--- src/rtl/fpu_sig_pkg.sv ---
// rtl/fpu_sig_pkg.sv - shared types and constants for the FPU result signature block
package fpu_sig_pkg;

    typedef enum logic [1:0] {
        IDLE = 2'd0,
        RUN  = 2'd1,
        DONE = 2'd2
    } state_e;

    localparam logic [31:0] MISR_POLY = 32'h04C1_1DB7;
    localparam logic [31:0] MISR_SEED = 32'hFFFF_FFFF;

    // One MISR step: CRC-32 style shift with the result folded in afterwards.
    function automatic logic [31:0] misr_next(input logic [31:0] sig, input logic [31:0] data);
        logic [31:0] shifted;
        shifted = {sig[30:0], 1'b0} ^ (sig[31] ? MISR_POLY : 32'h0000_0000);
        return shifted ^ data;
    endfunction

endpackage

--- src/rtl/fpu_result_signature_if.sv ---
// rtl/fpu_result_signature_if.sv - FPU result stream feeding the signature block
interface fpu_result_signature_if;
    logic        res_valid;
    logic [31:0] res;
    logic        zflag;

    modport master (
        output res_valid,
        output res,
        output zflag
    );

    modport slave (
        input res_valid,
        input res,
        input zflag
    );
endinterface

--- src/rtl/fpu_misr32.sv ---
// rtl/fpu_misr32.sv - 32-bit multiple-input signature register
module fpu_misr32
    import fpu_sig_pkg::*;
(
    input  logic        clk,
    input  logic        rst,
    input  logic        clear,
    input  logic        en,
    input  logic [31:0] data,
    output logic [31:0] sig
);

    logic [31:0] sig_q;
    logic [31:0] sig_d;

    always_comb begin
        sig_d = sig_q;
        if (clear) begin
            sig_d = MISR_SEED;
        end else if (en) begin
            sig_d = misr_next(sig_q, data);
        end
    end

    always_ff @(posedge clk) begin
        if (rst) begin
            sig_q <= MISR_SEED;
        end else begin
            sig_q <= sig_d;
        end
    end

    assign sig = sig_q;

endmodule

--- src/rtl/fpu_result_signature.sv ---
// rtl/fpu_result_signature.sv - compacts N_SAMPLES FPU results into a MISR and reports pass/fail
// Optional zero-flag consistency check: FPU_SIG_ZCHECK_EN
module fpu_result_signature
    import fpu_sig_pkg::*;
#(
    parameter int          N_SAMPLES  = 1024,
    parameter logic [31:0] GOLDEN_SIG = 32'h0000_0000,
    localparam int         CW         = $clog2(N_SAMPLES + 1)
) (
    input  logic                   clk,
    input  logic                   rst,
    input  logic                   start,
    fpu_result_signature_if.slave  res_if,
    output logic                   busy,
    output logic                   done,
    output logic                   pass,
    output logic                   zerr,
    output logic [31:0]            signature,
    output logic [CW-1:0]          sample_cnt,
    output logic [CW-1:0]          zcount
);

    state_e          state_q, state_d;
    logic [CW-1:0]   sample_cnt_q, sample_cnt_d;
    logic [CW-1:0]   zcount_q, zcount_d;
    logic            absorb;
    logic            clear;
    logic            last;

    // start is only honoured outside RUN; a sample in the start cycle is never absorbed
    assign absorb = (state_q == RUN) && res_if.res_valid;
    assign clear  = (state_q != RUN) && start;
    assign last   = (sample_cnt_q == CW'(N_SAMPLES - 1));

    always_ff @(posedge clk) begin
        if (rst) begin
            state_q <= IDLE;
        end else begin
            state_q <= state_d;
        end
    end

    always_comb begin
        state_d = state_q;
        case (state_q)
            IDLE:    if (start) state_d = RUN;
            RUN:     if (absorb && last) state_d = DONE;
            DONE:    if (start) state_d = RUN;
            default: state_d = IDLE;
        endcase
    end

    always_comb begin
        busy = (state_q == RUN);
        done = (state_q == DONE);
        pass = (state_q == DONE) && (signature == GOLDEN_SIG) && !zerr;
    end

    always_comb begin
        sample_cnt_d = sample_cnt_q;
        zcount_d     = zcount_q;
        if (clear) begin
            sample_cnt_d = '0;
            zcount_d     = '0;
        end else if (absorb) begin
            sample_cnt_d = sample_cnt_q + CW'(1);
            if (res_if.zflag) begin
                zcount_d = zcount_q + CW'(1);
            end
        end
    end

    always_ff @(posedge clk) begin
        if (rst) begin
            sample_cnt_q <= '0;
            zcount_q     <= '0;
        end else begin
            sample_cnt_q <= sample_cnt_d;
            zcount_q     <= zcount_d;
        end
    end

`ifdef FPU_SIG_ZCHECK_EN
    logic zerr_q, zerr_d;
    logic res_is_zero;

    // Sign bit ignored so both +0 and -0 count as zero
    assign res_is_zero = (res_if.res[30:0] == 31'd0);

    always_comb begin
        zerr_d = zerr_q;
        if (clear) begin
            zerr_d = 1'b0;
        end else if (absorb && (res_if.zflag != res_is_zero)) begin
            zerr_d = 1'b1;
        end
    end

    always_ff @(posedge clk) begin
        if (rst) begin
            zerr_q <= 1'b0;
        end else begin
            zerr_q <= zerr_d;
        end
    end

    assign zerr = zerr_q;
`else
    assign zerr = 1'b0;
`endif

    fpu_misr32 u_misr (
        .clk   (clk),
        .rst   (rst),
        .clear (clear),
        .en    (absorb),
        .data  (res_if.res),
        .sig   (signature)
    );

    assign sample_cnt = sample_cnt_q;
    assign zcount     = zcount_q;

endmodule

--- src/flat_wrapper.sv ---
// flat-port wrapper written by rule: the top's interface ports become plain ports
module fpu_result_signature_flat import fpu_sig_pkg::*;
#(
    parameter int          N_SAMPLES  = 1024,
    parameter logic [31:0] GOLDEN_SIG = 32'h0000_0000,
    localparam int         CW         = $clog2(N_SAMPLES + 1)
)
  (clk, rst, start, busy, done, pass, zerr, signature, sample_cnt, zcount, res_if_res_valid, res_if_res, res_if_zflag);
  fpu_result_signature_if res_if_i ();
  input  logic clk;
  input  logic rst;
  input  logic start;
  output logic busy;
  output logic done;
  output logic pass;
  output logic zerr;
  output logic [31:0] signature;
  output logic [CW-1:0] sample_cnt;
  output logic [CW-1:0] zcount;
  input wire logic [$bits(res_if_i.res_valid)-1:0] res_if_res_valid;
  input wire logic [$bits(res_if_i.res)-1:0] res_if_res;
  input wire logic [$bits(res_if_i.zflag)-1:0] res_if_zflag;
  assign res_if_i.res_valid = res_if_res_valid;
  assign res_if_i.res = res_if_res;
  assign res_if_i.zflag = res_if_zflag;
  fpu_result_signature #(.N_SAMPLES(N_SAMPLES), .GOLDEN_SIG(GOLDEN_SIG)) u_core (.clk(clk), .rst(rst), .start(start), .res_if(res_if_i), .busy(busy), .done(done), .pass(pass), .zerr(zerr), .signature(signature), .sample_cnt(sample_cnt), .zcount(zcount));
endmodule
--- config.mk ---
export PLATFORM = sky130hd
export DESIGN_NAME = fpu_result_signature_flat
export DESIGN_NICKNAME = d
export VERILOG_FILES = /design/src/rtl/fpu_sig_pkg.sv /design/src/rtl/fpu_result_signature_if.sv /design/src/rtl/fpu_misr32.sv /design/src/rtl/fpu_result_signature.sv /design/src/flat_wrapper.sv
export SDC_FILE = /design/constraint.sdc
export NUM_CORES = 1
export LEC_CHECK = 0
export CORE_UTILIZATION = 41
export DETAILED_ROUTE_END_ITERATION = 7
export PLACE_DENSITY = 0.77
export SETUP_SLACK_MARGIN = 0.3
export SLEW_MARGIN = 15
export SYNTH_ARGS = -nofsm -noshare
export SYNTH_HDL_FRONTEND = slang
export SYNTH_SLANG_ARGS = --single-unit
--- constraint.sdc ---
create_clock -name clk -period 1.55 [get_ports clk]
set_input_delay 0.31 -clock clk [delete_from_list [all_inputs] [get_ports clk]]
set_output_delay 0.31 -clock clk [all_outputs]
set_load 0.02 [all_outputs]
==> impl_metrics.json <==
{
  "swShare_pct": 31.4,
  "failed_checks": "setup timing",
  "crit_type": "reg -> out",
  "die_area_sq_mm": 0.00701,
  "grt_pass1_wl_mm": 17.6,
  "avgRoutedWirePerCell_um": 25.8,
  "drc": 0,
  "synth-edff-count": 0,
  "max-cap-violations": 0,
  "worstReg2RegStart": "u_core.state_q[1]",
  "yosys_warnings": 0,
  "drive_above_1_share_pct": 63.9,
  "syn_avg_cell_area_sq_um": 9.13,
  "num_antenna_cells": 0,
  "startpoint_type": "flip-flop",
  "synthTopCellsByArea": "dfxtp_1 41%, o211ai_1 11%, xnor2_1 10%",
  "grt_overflow": 0,
  "p_sw_mw": 1.22,
  "fin_crit_ns": 1.89,
  "cts_buffer_depth": 2,
  "cts-root-buf": "clkbuf_8",
  "slew_viol_final": 0,
  "layout.nets": 536,
  "syn_nets": 339,
  "cts.reportedPaths.clkPinSlew_ns": 0.11,
  "cts.sink_count": 56,
  "vdd_ir_drop_max_uv": 725,
  "fin_crit_sh_pct": 122,
  "die_width_um": 83.7,
  "drt-vias-per-instance": 6.35,
  "die_h_um": 83.7,
  "ant_nets": 0,
  "fp-row-count": 29,
  "ios": 95,
  "worstPathRequired_ns": 1.24,
  "grt_pass1_vias": 3271,
  "fin_cells": 575,
  "clock_power_share_pct": 26.0,
  "yosysSeqAreaShare_pct": 41.0,
  "arrival_ns": 1.58,
  "dr_total_vias": 3653,
  "dp_hpwl_mm": 5.52,
  "synth.most_common_cell": "dfxtp_1",
  "p_comb_share_pct": 34.5,
  "status": "complete, but fails checks",
  "min_path_type": "reg -> reg",
  "path_max_fanout": 2,
  "async_reset_ff_share_pct": 0,
  "setup_violations": 10,
  "crit_start": "u_core.u_misr.sig[11]",
  "globalplace.congestion": 0.790,
  "yosys-top-cells-count": "56 x dfxtp_1, 41 x nand2_1, 39 x o211ai_1, 32 x xnor2_1, 16 x xor2_1",
  "dr.first_iter.drc_count": 250,
  "dpl.cell_count": 509,
  "fin_skew_ns": 0.0116,
  "place_ws_ns": -0.466,
  "grt_use_total_pct": 31.8,
  "grt_start_max_net_pins": 18,
  "fmax_mhz": 530,
  "layout_setup_ws_ns": -0.337,
  "ys_seq_elements": 56,
  "p_seq_share_pct": 39.5,
  "cts_inserted_buffers": 5,
  "min_from": "u_core.zcount[6]",
  "ys.flop_type": "dfxtp_1",
  "p_per_area_mw_per_mm2": 654,
  "synth_cell_types": 35,
  "p_int_mw": 2.66,
  "wirelength_mm": 14.8,
  "fillers": 209,
  "drtPass1Iterations": 5,
  "cts_tree": "done",
  "critPathCaptureType": "primary output",
  "mappedNetlistArea_sq_mm": 0.00274,
  "yosysTopAreaCell": "dfxtp_1",
  "clock_latency_ns": 0.33,
  "htreeDepth": 2,
  "core-area_sq_mm": 0.00639,
  "antenna_found_initial": 0,
  "portBuffers": 93,
  "hold_viol": 0,
  "area_growth_pct": 116,
  "grt_setup_unrepaired": "yes",
  "initial_utilization_pct": 42.9,
  "synth_cells": 300,
  "leakage_nw": 2.48,
  "synth_top_area_share_pct": 41.0
}
==> sequential cells by signal, summed over array words and instances, names as in the netlist <==
signal             count
u_core.sample_cnt     11
u_core.state_q         2
u_core.zcount         11
u_core.u_misr.sig     32
==> power by group through the flow <==
stage               logic (mW)  clock network (mW)  registers, mW
detailed placement       0.760                   0           1.54
CTS                       1.08               0.967           1.52
global route              1.37                1.06           1.53
floorplan                0.303                   0           1.62
finish                    1.34                1.01           1.53
global placement         0.748                   0           1.54
==> path summary, 6_finish.rpt <==
| kind | cells past startpoint | slack [ns] | end |
|---|---|---|---|
| worst max-delay path | 4 | -0.34 | pass |
| worst min-delay path | 2 | 0.51 | u_core.zcount[6] |
| worst max register to register | 7 | -0.13 | u_core.sample_cnt[7] |
| worst min register to register | 2 | 0.51 | u_core.zcount[6] |
==> per-layer routing <==
metal / GRT usage, % / vias to the layer above / wire [um]
li1: - / 1485 / -
met1: 36.5 / 1789 / 5280
met2: 57.2 / 298 / 7490
met3: 7.52 / 81 / 1240
met4: 11.6 / 0 / 826
met5: 0 / - / 0
==> cell families (layout without fill, tap and decap cells) <==
group | count (synthesis) | in the layout | share of synthesized area (%)
simple gates | 90 | 90 | 18.0
flops | 56 | 56 | 41.0
other cells | 1 | 1 | 0.137
xor+xnor | 48 | 48 | 15.4
mux | 7 | 7 | 2.56
fa+ha+maj | 2 | 2 | 0.914
buf+inv | 25 | 223 | 3.98
compound gates | 71 | 71 | 18.1
==> critical path, cell delays in order (launching register included) <==
cell	delay [ns]
dfxtp_2	0.37
nor4_4	0.33
nand4_1	0.22
nor3_4	0.18
buf_6	0.14
==> placed cells by master, fill, tap and decap left out, types with 17 or more instances in the layout <==
master / instances
dfxtp_4: 27
o211ai_1: 39
buf_4: 27
nand2_2: 20
buf_2: 19
nand2_1: 17
xnor2_1: 32
dfxtp_2: 28
clkdlybuf4s50_1: 33
buf_6: 101
==> metrics by stage <==
step	setup TNS [ns]	utilization (%)	instance area (sq um)	hold slack (ns)	power, mW
final	-0.777	92.7	5920	0.510	3.87
after CTS	-0.340	82.3	5260	0.490	3.57
after floorplan	0	-	2870	0.460	1.92
after global placement	-12.11	66.8	4270	0.473	2.29
after global routing	-1.01	92.7	5920	0.517	3.96
after detailed placement	-14.85	66.8	4270	0.482	2.30
==> layout make-up <==
class                   count  area (sq um)  area share, %
repair buffers            207          2360           39.9
multi-input cells         219          2050           34.6
flip-flops and latches     56          1260           21.2
clock buffers               7           108           1.82
well taps                  77          96.3           1.63
inverters                   8          37.5          0.634
clock inverters             1          8.76          0.148
==> repair_timing <==
| action | CTS | global route |
|---|---|---|
| cloned | 13 | 1 |
| setup endpoints to repair | 113 | 97 |
| pin swaps | 67 | 40 |
| hold buffers | 0 | 0 |
| setup buffers | 23 | 21 |
| gates resized for setup | 414 | 132 |
(Power assumes the default switching activity.)
